--- src/rtl/if_stage_pkg.sv ---
// rtl/if_stage_pkg.sv - shared widths, stall encodings and FSM states for the fetch stage
package if_stage_pkg;

    localparam int STALL_W     = 6;
    localparam int BR_WD       = 33;
    localparam int IF_TO_ID_WD = 33;

    localparam logic STOP    = 1'b1;
    localparam logic NO_STOP = 1'b0;

    typedef enum logic [1:0] {
        IF_ST_BOOT    = 2'd0,
        IF_ST_RUN     = 2'd1,
        IF_ST_HOLD    = 2'd2,
        IF_ST_HOLD_BR = 2'd3
    } if_state_e;

    function automatic logic [31:0] pc_plus4(input logic [31:0] pc);
        return pc + 32'd4;
    endfunction

endpackage

--- src/rtl/if_stage_if.sv ---
// rtl/if_stage_if.sv - fetch-stage bundle: stall/branch inputs, ID bus and instruction SRAM port
interface if_stage_if;
    import if_stage_pkg::*;

    logic [STALL_W-1:0]     stall;
    logic [BR_WD-1:0]       br_bus;
    logic [IF_TO_ID_WD-1:0] if_to_id_bus;
    logic                   inst_sram_en;
    logic [3:0]             inst_sram_wen;
    logic [31:0]            inst_sram_addr;
    logic [31:0]            inst_sram_wdata;

    modport master (
        input  stall, br_bus,
        output if_to_id_bus, inst_sram_en, inst_sram_wen, inst_sram_addr, inst_sram_wdata
    );

    modport slave (
        output stall, br_bus,
        input  if_to_id_bus, inst_sram_en, inst_sram_wen, inst_sram_addr, inst_sram_wdata
    );
endinterface

--- src/rtl/if_stage_pc_next.sv ---
// rtl/if_stage_pc_next.sv - combinational next-PC mux and load enable for the fetch stage
module if_pc_next
    import if_stage_pkg::*;
#(
    parameter logic [31:0] RESET_PC = 32'hBFBF_FFFC
) (
    input  if_state_e   state,
    input  logic        stall0,
    input  logic        br_e,
    input  logic        br_pend,
    input  logic [31:0] br_addr,
    input  logic [31:0] pend_addr,
    input  logic [31:0] pc,
    output logic [31:0] next_pc,
    output logic        load_en
);
    always_comb begin
        next_pc = pc;
        load_en = 1'b0;
        if (state == IF_ST_BOOT) begin
            load_en = 1'b1;
            next_pc = pc_plus4(RESET_PC);
        end else if (stall0 == NO_STOP) begin
            load_en = 1'b1;
            // A live redirect beats a remembered one, which beats sequential fetch.
            if (br_e)
                next_pc = br_addr;
            else if (state == IF_ST_HOLD_BR && br_pend)
                next_pc = pend_addr;
            else
                next_pc = pc_plus4(pc);
        end
    end
endmodule

--- src/rtl/if_stage.sv ---
// rtl/if_stage.sv - instruction fetch stage: PC register, redirect/stall FSM, SRAM request
// Optional IF_PERF_CNT_EN adds fetch_cnt/stall_cnt performance counters.
module if_stage
    import if_stage_pkg::*;
#(
    parameter logic [31:0] RESET_PC = 32'hBFBF_FFFC
) (
    input  logic        clk,
    input  logic        resetn,
    if_stage_if.master  bus
`ifdef IF_PERF_CNT_EN
    ,
    output logic [31:0] fetch_cnt,
    output logic [31:0] stall_cnt
`endif
);
    if_state_e   state_q, state_d;
    logic [31:0] pc_q, pc_d;
    logic        ce_q, ce_d;
    logic        br_pend_q, br_pend_d;
    logic [31:0] pend_addr_q, pend_addr_d;

    logic        stall0;
    logic        br_e;
    logic [31:0] br_addr;
    logic [31:0] next_pc;
    logic        load_en;

    assign stall0  = bus.stall[0];
    assign br_e    = bus.br_bus[32];
    assign br_addr = bus.br_bus[31:0];

    if_pc_next #(.RESET_PC(RESET_PC)) u_pc_next (
        .state     (state_q),
        .stall0    (stall0),
        .br_e      (br_e),
        .br_pend   (br_pend_q),
        .br_addr   (br_addr),
        .pend_addr (pend_addr_q),
        .pc        (pc_q),
        .next_pc   (next_pc),
        .load_en   (load_en)
    );

    always_comb begin
        state_d     = state_q;
        ce_d        = ce_q;
        br_pend_d   = br_pend_q;
        pend_addr_d = pend_addr_q;
        pc_d        = load_en ? next_pc : pc_q;
        unique case (state_q)
            IF_ST_BOOT: begin
                ce_d    = 1'b1;
                state_d = IF_ST_RUN;
            end
            IF_ST_RUN, IF_ST_HOLD: begin
                if (stall0 == STOP) begin
                    if (br_e) begin
                        pend_addr_d = br_addr;
                        br_pend_d   = 1'b1;
                        state_d     = IF_ST_HOLD_BR;
                    end else begin
                        state_d     = IF_ST_HOLD;
                    end
                end else begin
                    state_d = IF_ST_RUN;
                end
            end
            IF_ST_HOLD_BR: begin
                if (stall0 == STOP) begin
                    if (br_e) pend_addr_d = br_addr;
                end else begin
                    br_pend_d = 1'b0;
                    state_d   = IF_ST_RUN;
                end
            end
            default: state_d = IF_ST_BOOT;
        endcase
    end

    always_ff @(posedge clk or negedge resetn) begin
        if (!resetn) begin
            state_q     <= IF_ST_BOOT;
            pc_q        <= RESET_PC;
            ce_q        <= 1'b0;
            br_pend_q   <= 1'b0;
            pend_addr_q <= 32'h0;
        end else begin
            state_q     <= state_d;
            pc_q        <= pc_d;
            ce_q        <= ce_d;
            br_pend_q   <= br_pend_d;
            pend_addr_q <= pend_addr_d;
        end
    end

    assign bus.if_to_id_bus    = {ce_q, pc_q};
    assign bus.inst_sram_en    = ce_q;
    assign bus.inst_sram_wen   = 4'b0000;
    assign bus.inst_sram_addr  = pc_q;
    assign bus.inst_sram_wdata = 32'h0;

`ifdef IF_PERF_CNT_EN
    logic [31:0] fetch_cnt_q, fetch_cnt_d;
    logic [31:0] stall_cnt_q, stall_cnt_d;

    always_comb begin
        fetch_cnt_d = fetch_cnt_q;
        stall_cnt_d = stall_cnt_q;
        if (load_en)                   fetch_cnt_d = fetch_cnt_q + 32'd1;
        if (ce_q && stall0 == STOP)    stall_cnt_d = stall_cnt_q + 32'd1;
    end

    always_ff @(posedge clk or negedge resetn) begin
        if (!resetn) begin
            fetch_cnt_q <= 32'h0;
            stall_cnt_q <= 32'h0;
        end else begin
            fetch_cnt_q <= fetch_cnt_d;
            stall_cnt_q <= stall_cnt_d;
        end
    end

    assign fetch_cnt = fetch_cnt_q;
    assign stall_cnt = stall_cnt_q;
`endif
endmodule

--- src/flat_wrapper.sv ---
// flat-port wrapper written by rule: the top's interface ports become plain ports
module if_stage_flat import if_stage_pkg::*;
#(
    parameter logic [31:0] RESET_PC = 32'hBFBF_FFFC
)
  (clk, resetn, bus_stall, bus_br_bus, bus_if_to_id_bus, bus_inst_sram_en, bus_inst_sram_wen, bus_inst_sram_addr, bus_inst_sram_wdata);
  if_stage_if bus_i ();
  input  logic clk;
  input  logic resetn;
  input wire logic [$bits(bus_i.stall)-1:0] bus_stall;
  input wire logic [$bits(bus_i.br_bus)-1:0] bus_br_bus;
  output wire logic [$bits(bus_i.if_to_id_bus)-1:0] bus_if_to_id_bus;
  output wire logic [$bits(bus_i.inst_sram_en)-1:0] bus_inst_sram_en;
  output wire logic [$bits(bus_i.inst_sram_wen)-1:0] bus_inst_sram_wen;
  output wire logic [$bits(bus_i.inst_sram_addr)-1:0] bus_inst_sram_addr;
  output wire logic [$bits(bus_i.inst_sram_wdata)-1:0] bus_inst_sram_wdata;
  assign bus_i.stall = bus_stall;
  assign bus_i.br_bus = bus_br_bus;
  assign bus_if_to_id_bus = bus_i.if_to_id_bus;
  assign bus_inst_sram_en = bus_i.inst_sram_en;
  assign bus_inst_sram_wen = bus_i.inst_sram_wen;
  assign bus_inst_sram_addr = bus_i.inst_sram_addr;
  assign bus_inst_sram_wdata = bus_i.inst_sram_wdata;
  if_stage #(.RESET_PC(RESET_PC)) u_core (.clk(clk), .resetn(resetn), .bus(bus_i));
endmodule
--- config.mk ---
export PLATFORM = sky130hd
export DESIGN_NAME = if_stage_flat
export DESIGN_NICKNAME = d
export VERILOG_FILES = /design/src/rtl/if_stage_pkg.sv /design/src/rtl/if_stage_if.sv /design/src/rtl/if_stage_pc_next.sv /design/src/rtl/if_stage.sv /design/src/flat_wrapper.sv
export SDC_FILE = /design/constraint.sdc
export NUM_CORES = 1
export LEC_CHECK = 0
export CAP_MARGIN = 25
export CORE_UTILIZATION = 48
export CTS_CLUSTER_SIZE = 12
export DETAILED_ROUTE_END_ITERATION = 12
export GPL_TIMING_DRIVEN = 0
export HOLD_SLACK_MARGIN = 0.15
export PLACE_DENSITY = 0.82
export SETUP_SLACK_MARGIN = 0.02
export SLEW_MARGIN = 20
export SYNTH_ARGS = -nofsm -noshare
export SYNTH_HDL_FRONTEND = slang
export SYNTH_SLANG_ARGS = --single-unit
--- constraint.sdc ---
create_clock -name clk -period 2.4 [get_ports clk]
set_clock_uncertainty 0.05 [all_clocks]
set_input_delay 0.24 -clock clk [delete_from_list [all_inputs] [get_ports clk]]
set_output_delay 0.24 -clock clk [all_outputs]
set_load 0.01 [all_outputs]
==> implementation parameters <==
Parameter                              Value

CTS
  Clock slew at reported path FFs ... 0.08 ns
  Clock root cell ... sky130_fd_sc_hd__clkbuf_8
  Sinks on the clock net ... 68
  Worst-skew pair later-pin latency ... 0.37 ns
  Number of buffers added by the clock tree synthesis step ... 9
  Number of H-tree branching levels ... 3
  CTS tree ... yes
  Clock Path Buffers ... 2
  Post-CTS repair timing setup buffer count ... 0

Status
  Outcome ... finished, final reports clean

Place
  Number of port buffers ... 101
  Cell area after placement ... 5910 um2
  Weighted congestion reported at the end of routability-driven placement ... 0.927
  Sum of net half-perimeters after detailed placement ... 9380 um
  Post-Place Setup Slack ... -0.220 ns

Synthesis
  Cell area after synthesis ... 4590 um2
  Number of different library cells in the post-synthesis netlist ... 65
  Number of synthesized register bits ... 68
  Most used standard cell by instance count after synthesis ... sky130_fd_sc_hd__buf_4
  EDFF count, synth ... 0
  Synth Instances ... 489
  Avg Synthesized Cell Area ... 9.38 um2
  Fraction of the yosys area taken by sequential cells ... 37.9%
  Largest cells by area after synthesis ... sky130_fd_sc_hd__dfrtp_1, sky130_fd_sc_hd__dfstp_2, sky130_fd_sc_hd__buf_4, sky130_fd_sc_hd__mux2_2, sky130_fd_sc_hd__o21ai_0
  Most instantiated flip-flop cell in the synthesis netlist ... sky130_fd_sc_hd__dfrtp_1
  Cell accounting for the most synthesized area ... sky130_fd_sc_hd__dfrtp_1
  Yosys warns ... 0
  Post-synth ARST share ... 100%
  Fraction of synthesized cell area taken by the top area cell type ... 21.8%
  Most numerous cell types in the synthesized netlist ... sky130_fd_sc_hd__buf_4, sky130_fd_sc_hd__dfrtp_1, sky130_fd_sc_hd__nand2_1

Routing
  Mean routed wirelength per cell ... 17.3 um
  Number of routed nets with antenna violations ... 0
  Detailed Routing Iterations Pass 1 ... 5
  DRC violation total after the first TritonRoute iteration ... 376
  DR vias ... 4316
  DR DRC count ... 0
  Wire length after detailed routing ... 13400 um
  Vias per std cell ... 5.59

Pwr
  Pwr dens ... 1100 nW/um2
  Post-route total power ... 6.81 mW
  Sequential share of power ... 33.7%
  Static leakage power ... 2.65 nW
  Combinational share of power ... 50.1%
  Switching share of total power ... 37.2%
  Share of total power in the clock network ... 16.2%
  Int Power ... 4.27 mW
  Switching component of the power ... 2.54 mW
  Worst vdd ir ... 575 uV

Worst setup path
  Worst Setup End Kind ... register
  Data required, critical path ... 2.65 ns
  Launching element type of the critical path ... register
  Peak fanout along the critical path ... 8
  Startpoint of the most critical register-to-register path ... u_core.bus.inst_sram_addr[2]
  Data arrival time at the worst-slack endpoint ... 2.50 ns
  Worst Setup Path Type ... register to register
  Origin of the worst setup path ... u_core.bus.inst_sram_addr[2]

Timing
  Unrepaired setup endpoints after global routing ... no
  Final count of hold timing violations ... 0
  Fin Hold WS ... 0.283 ns
  Final setup fails ... 0
  Maximum clock frequency ... 0.446 GHz
  Worst Tran Pin Value ... 0.743 ns
  Headroom to the max-slew limit ... 50.5%
  Final Max Slew Viols ... 0
  Post-route worst setup slack ... 0.156 ns
  Share of the cycle needed by the critical path after routing ... 93.5%
  Min Tclk post-route ... 2.24 ns

Die
  # rows ... 35
  Core footprint ... 9240 um2
  X dimension of the die ... 99.7 um
  Count of boundary I/O pins ... 143
  Height of the chip ... 99.7 um
  Area of the die ... 9950 um2
  Initial core utilization ... 49.6%

Layout
  Number of filler cells placed in the layout ... 747
  Sequential Area ... 1740 um2
  Proportion of layout cells with a drive suffix above 1 ... 28.3%
  Cell area after layout ... 6170 um2
  Final core occ ... 66.8%
  Net count, final ... 682
  Multi-input combinational cell area ... 2210 um2
  Number of antenna repair diodes ... 0
  Syn-to-layout area delta ... 34.6%

Global route
  Total congestion overflow after global routing ... 0
  Via count of the first global-routing pass ... 4011
  Global route hottest layer ... met2
  Met2 Resource Use GR ... 44.2%
  Pin count of the biggest net entering global routing ... 44
  All-layer global routing usage ... 27.4%
  M1 GR Usage ... 36.1%
  Initial antenna violation count ... 0
  Wire length of the first global-routing pass ... 20700 um
  GR Util met3 ... 4.15%

Run
  Number of maximum-capacitance violations ... 0

Worst hold path
  Class of the tightest hold or removal check ... primary input to asynchronous set/reset pin
==> final timing paths <==
kind | slack, ns | endpoint | depth (start not counted)
setup / recovery | 0.16 | u_core.bus.inst_sram_addr[22] | 6
hold / removal | 0.28 | u_core.pend_addr_q[1] | 2
setup reg to reg | 0.16 | u_core.bus.inst_sram_addr[22] | 6
hold reg to reg | 0.44 | u_core.pend_addr_q[25] | 2
max in group asynchronous | 1.41 | u_core.bus.inst_sram_addr[21] | 3
min in group clk | 0.42 | u_core.pend_addr_q[31] | 3
==> stage by stage <==
stage	std cells	setup TNS, ns
after floorplan	524	0
after CTS	772	0
after global placement	754	-63.70
after detailed placement	755	-4.47
after global routing	772	0
final	772	0
==> placed cells by master (no fill, tap or decap), types with 2 or more instances in the layout <==
master,n
sky130_fd_sc_hd__clkdlybuf4s50_1,100
sky130_fd_sc_hd__buf_4,70
sky130_fd_sc_hd__dfrtp_1,40
sky130_fd_sc_hd__conb_1,36
sky130_fd_sc_hd__nand2_1,35
sky130_fd_sc_hd__o21ai_0,33
sky130_fd_sc_hd__mux2_2,29
sky130_fd_sc_hd__dfstp_2,28
sky130_fd_sc_hd__nor2_1,25
sky130_fd_sc_hd__a21oi_1,25
sky130_fd_sc_hd__clkbuf_8,21
sky130_fd_sc_hd__nand3_1,15
sky130_fd_sc_hd__and3_1,13
sky130_fd_sc_hd__nor3_1,13
sky130_fd_sc_hd__inv_1,12
sky130_fd_sc_hd__nand4_1,11
sky130_fd_sc_hd__a211oi_1,10
sky130_fd_sc_hd__clkbuf_1,8
sky130_fd_sc_hd__xor2_1,7
sky130_fd_sc_hd__a311oi_1,7
sky130_fd_sc_hd__a31oi_1,7
sky130_fd_sc_hd__buf_2,6
sky130_fd_sc_hd__mux2i_1,6
sky130_fd_sc_hd__nor4_1,5
sky130_fd_sc_hd__clkbuf_2,4
sky130_fd_sc_hd__nand2b_1,4
sky130_fd_sc_hd__a221oi_1,4
sky130_fd_sc_hd__xnor2_1,4
sky130_fd_sc_hd__o21a_1,4
sky130_fd_sc_hd__and2_1,3
sky130_fd_sc_hd__o22ai_1,3
sky130_fd_sc_hd__and4_1,3
sky130_fd_sc_hd__o31a_1,3
sky130_fd_sc_hd__ha_1,3
sky130_fd_sc_hd__clkbuf_4,2
sky130_fd_sc_hd__a211o_1,2
sky130_fd_sc_hd__or4_1,2
sky130_fd_sc_hd__o211ai_1,2
sky130_fd_sc_hd__o311ai_0,2
sky130_fd_sc_hd__bufinv_16,2
==> metal layers <==
| metal | up-vias | part of all wire, % |
|---|---|---|
| li1 | 1963 | - |
| met1 | 2062 | 42 |
| met2 | 262 | 48 |
| met3 | 29 | 8.3 |
| met4 | 0 | 2.5 |
| met5 | - | 0 |
==> cell families (layout without fill, tap and decap cells) <==
group,after synthesis,after routing,synth area share [%]
multiplexers,35,35,8.43
XOR/XNOR,11,11,2.10
AND/OR/NAND/NOR,145,145,17.2
flip-flops,68,68,37.9
AO/OA/AOI/OAI,115,115,16.3
buffers and inverters,111,230,17.3
other,1,36,0.0818
adder cells (fa/ha/maj),3,3,0.819
==> critical path, stage by stage (launching register included) <==
cell and delay, ns:
sky130_fd_sc_hd__dfstp_2 0.61, sky130_fd_sc_hd__ha_1 0.27, sky130_fd_sc_hd__and3_2 0.26, sky130_fd_sc_hd__nand4_1 0.26, sky130_fd_sc_hd__or3_1 0.43, sky130_fd_sc_hd__a21oi_1 0.15
sky130_fd_sc_hd__o31a_1 0.15
==> power by group through the flow <==
| stage | combinational (mW) | sequential, mW | clock [mW] |
|---|---|---|---|
| 3_5_place_dp | 3.33 | 2.29 | 0 |
| 4_1_cts | 3.36 | 2.27 | 1.10 |
| 5_1_grt | 3.64 | 2.36 | 1.14 |
| 3_3_place_gp | 3.24 | 2.26 | 0 |
| 6_report | 3.41 | 2.29 | 1.10 |
| 2_1_floorplan | 1.80 | 2.27 | 0 |
==> registers in the layout, summed over array words and instances (netlist names) <==
| name | cells |
|---|---|
| u_core.bus.inst_sram_en | 1 |
| u_core.br_pend_q | 1 |
| u_core.pend_addr_q | 32 |
| u_core.state_q | 2 |
| u_core.bus.inst_sram_addr | 32 |
==> layout make-up <==
type / count / share of cell area (%)
Inverter: 12 / 0.730
Tap cell: 129 / 2.61
Clock inverter: 4 / 1.18
Sequential cell: 68 / 28.1
Timing Repair Buffer: 103 / 16.8
Clock buffer: 12 / 2.51
Buffer: 99 / 12.3
Multi-Input combinational cell: 345 / 35.7
==> what timing repair did <==
item / in CTS / in global routing
endpoints found under the hold margin: 49 / 0
pin swaps: 0 / 0
resized for setup: 1 / 14
endpoints found under the setup margin: 2 / 36
hold buffers: 1 / 0
(Power assumes the default switching activity.)
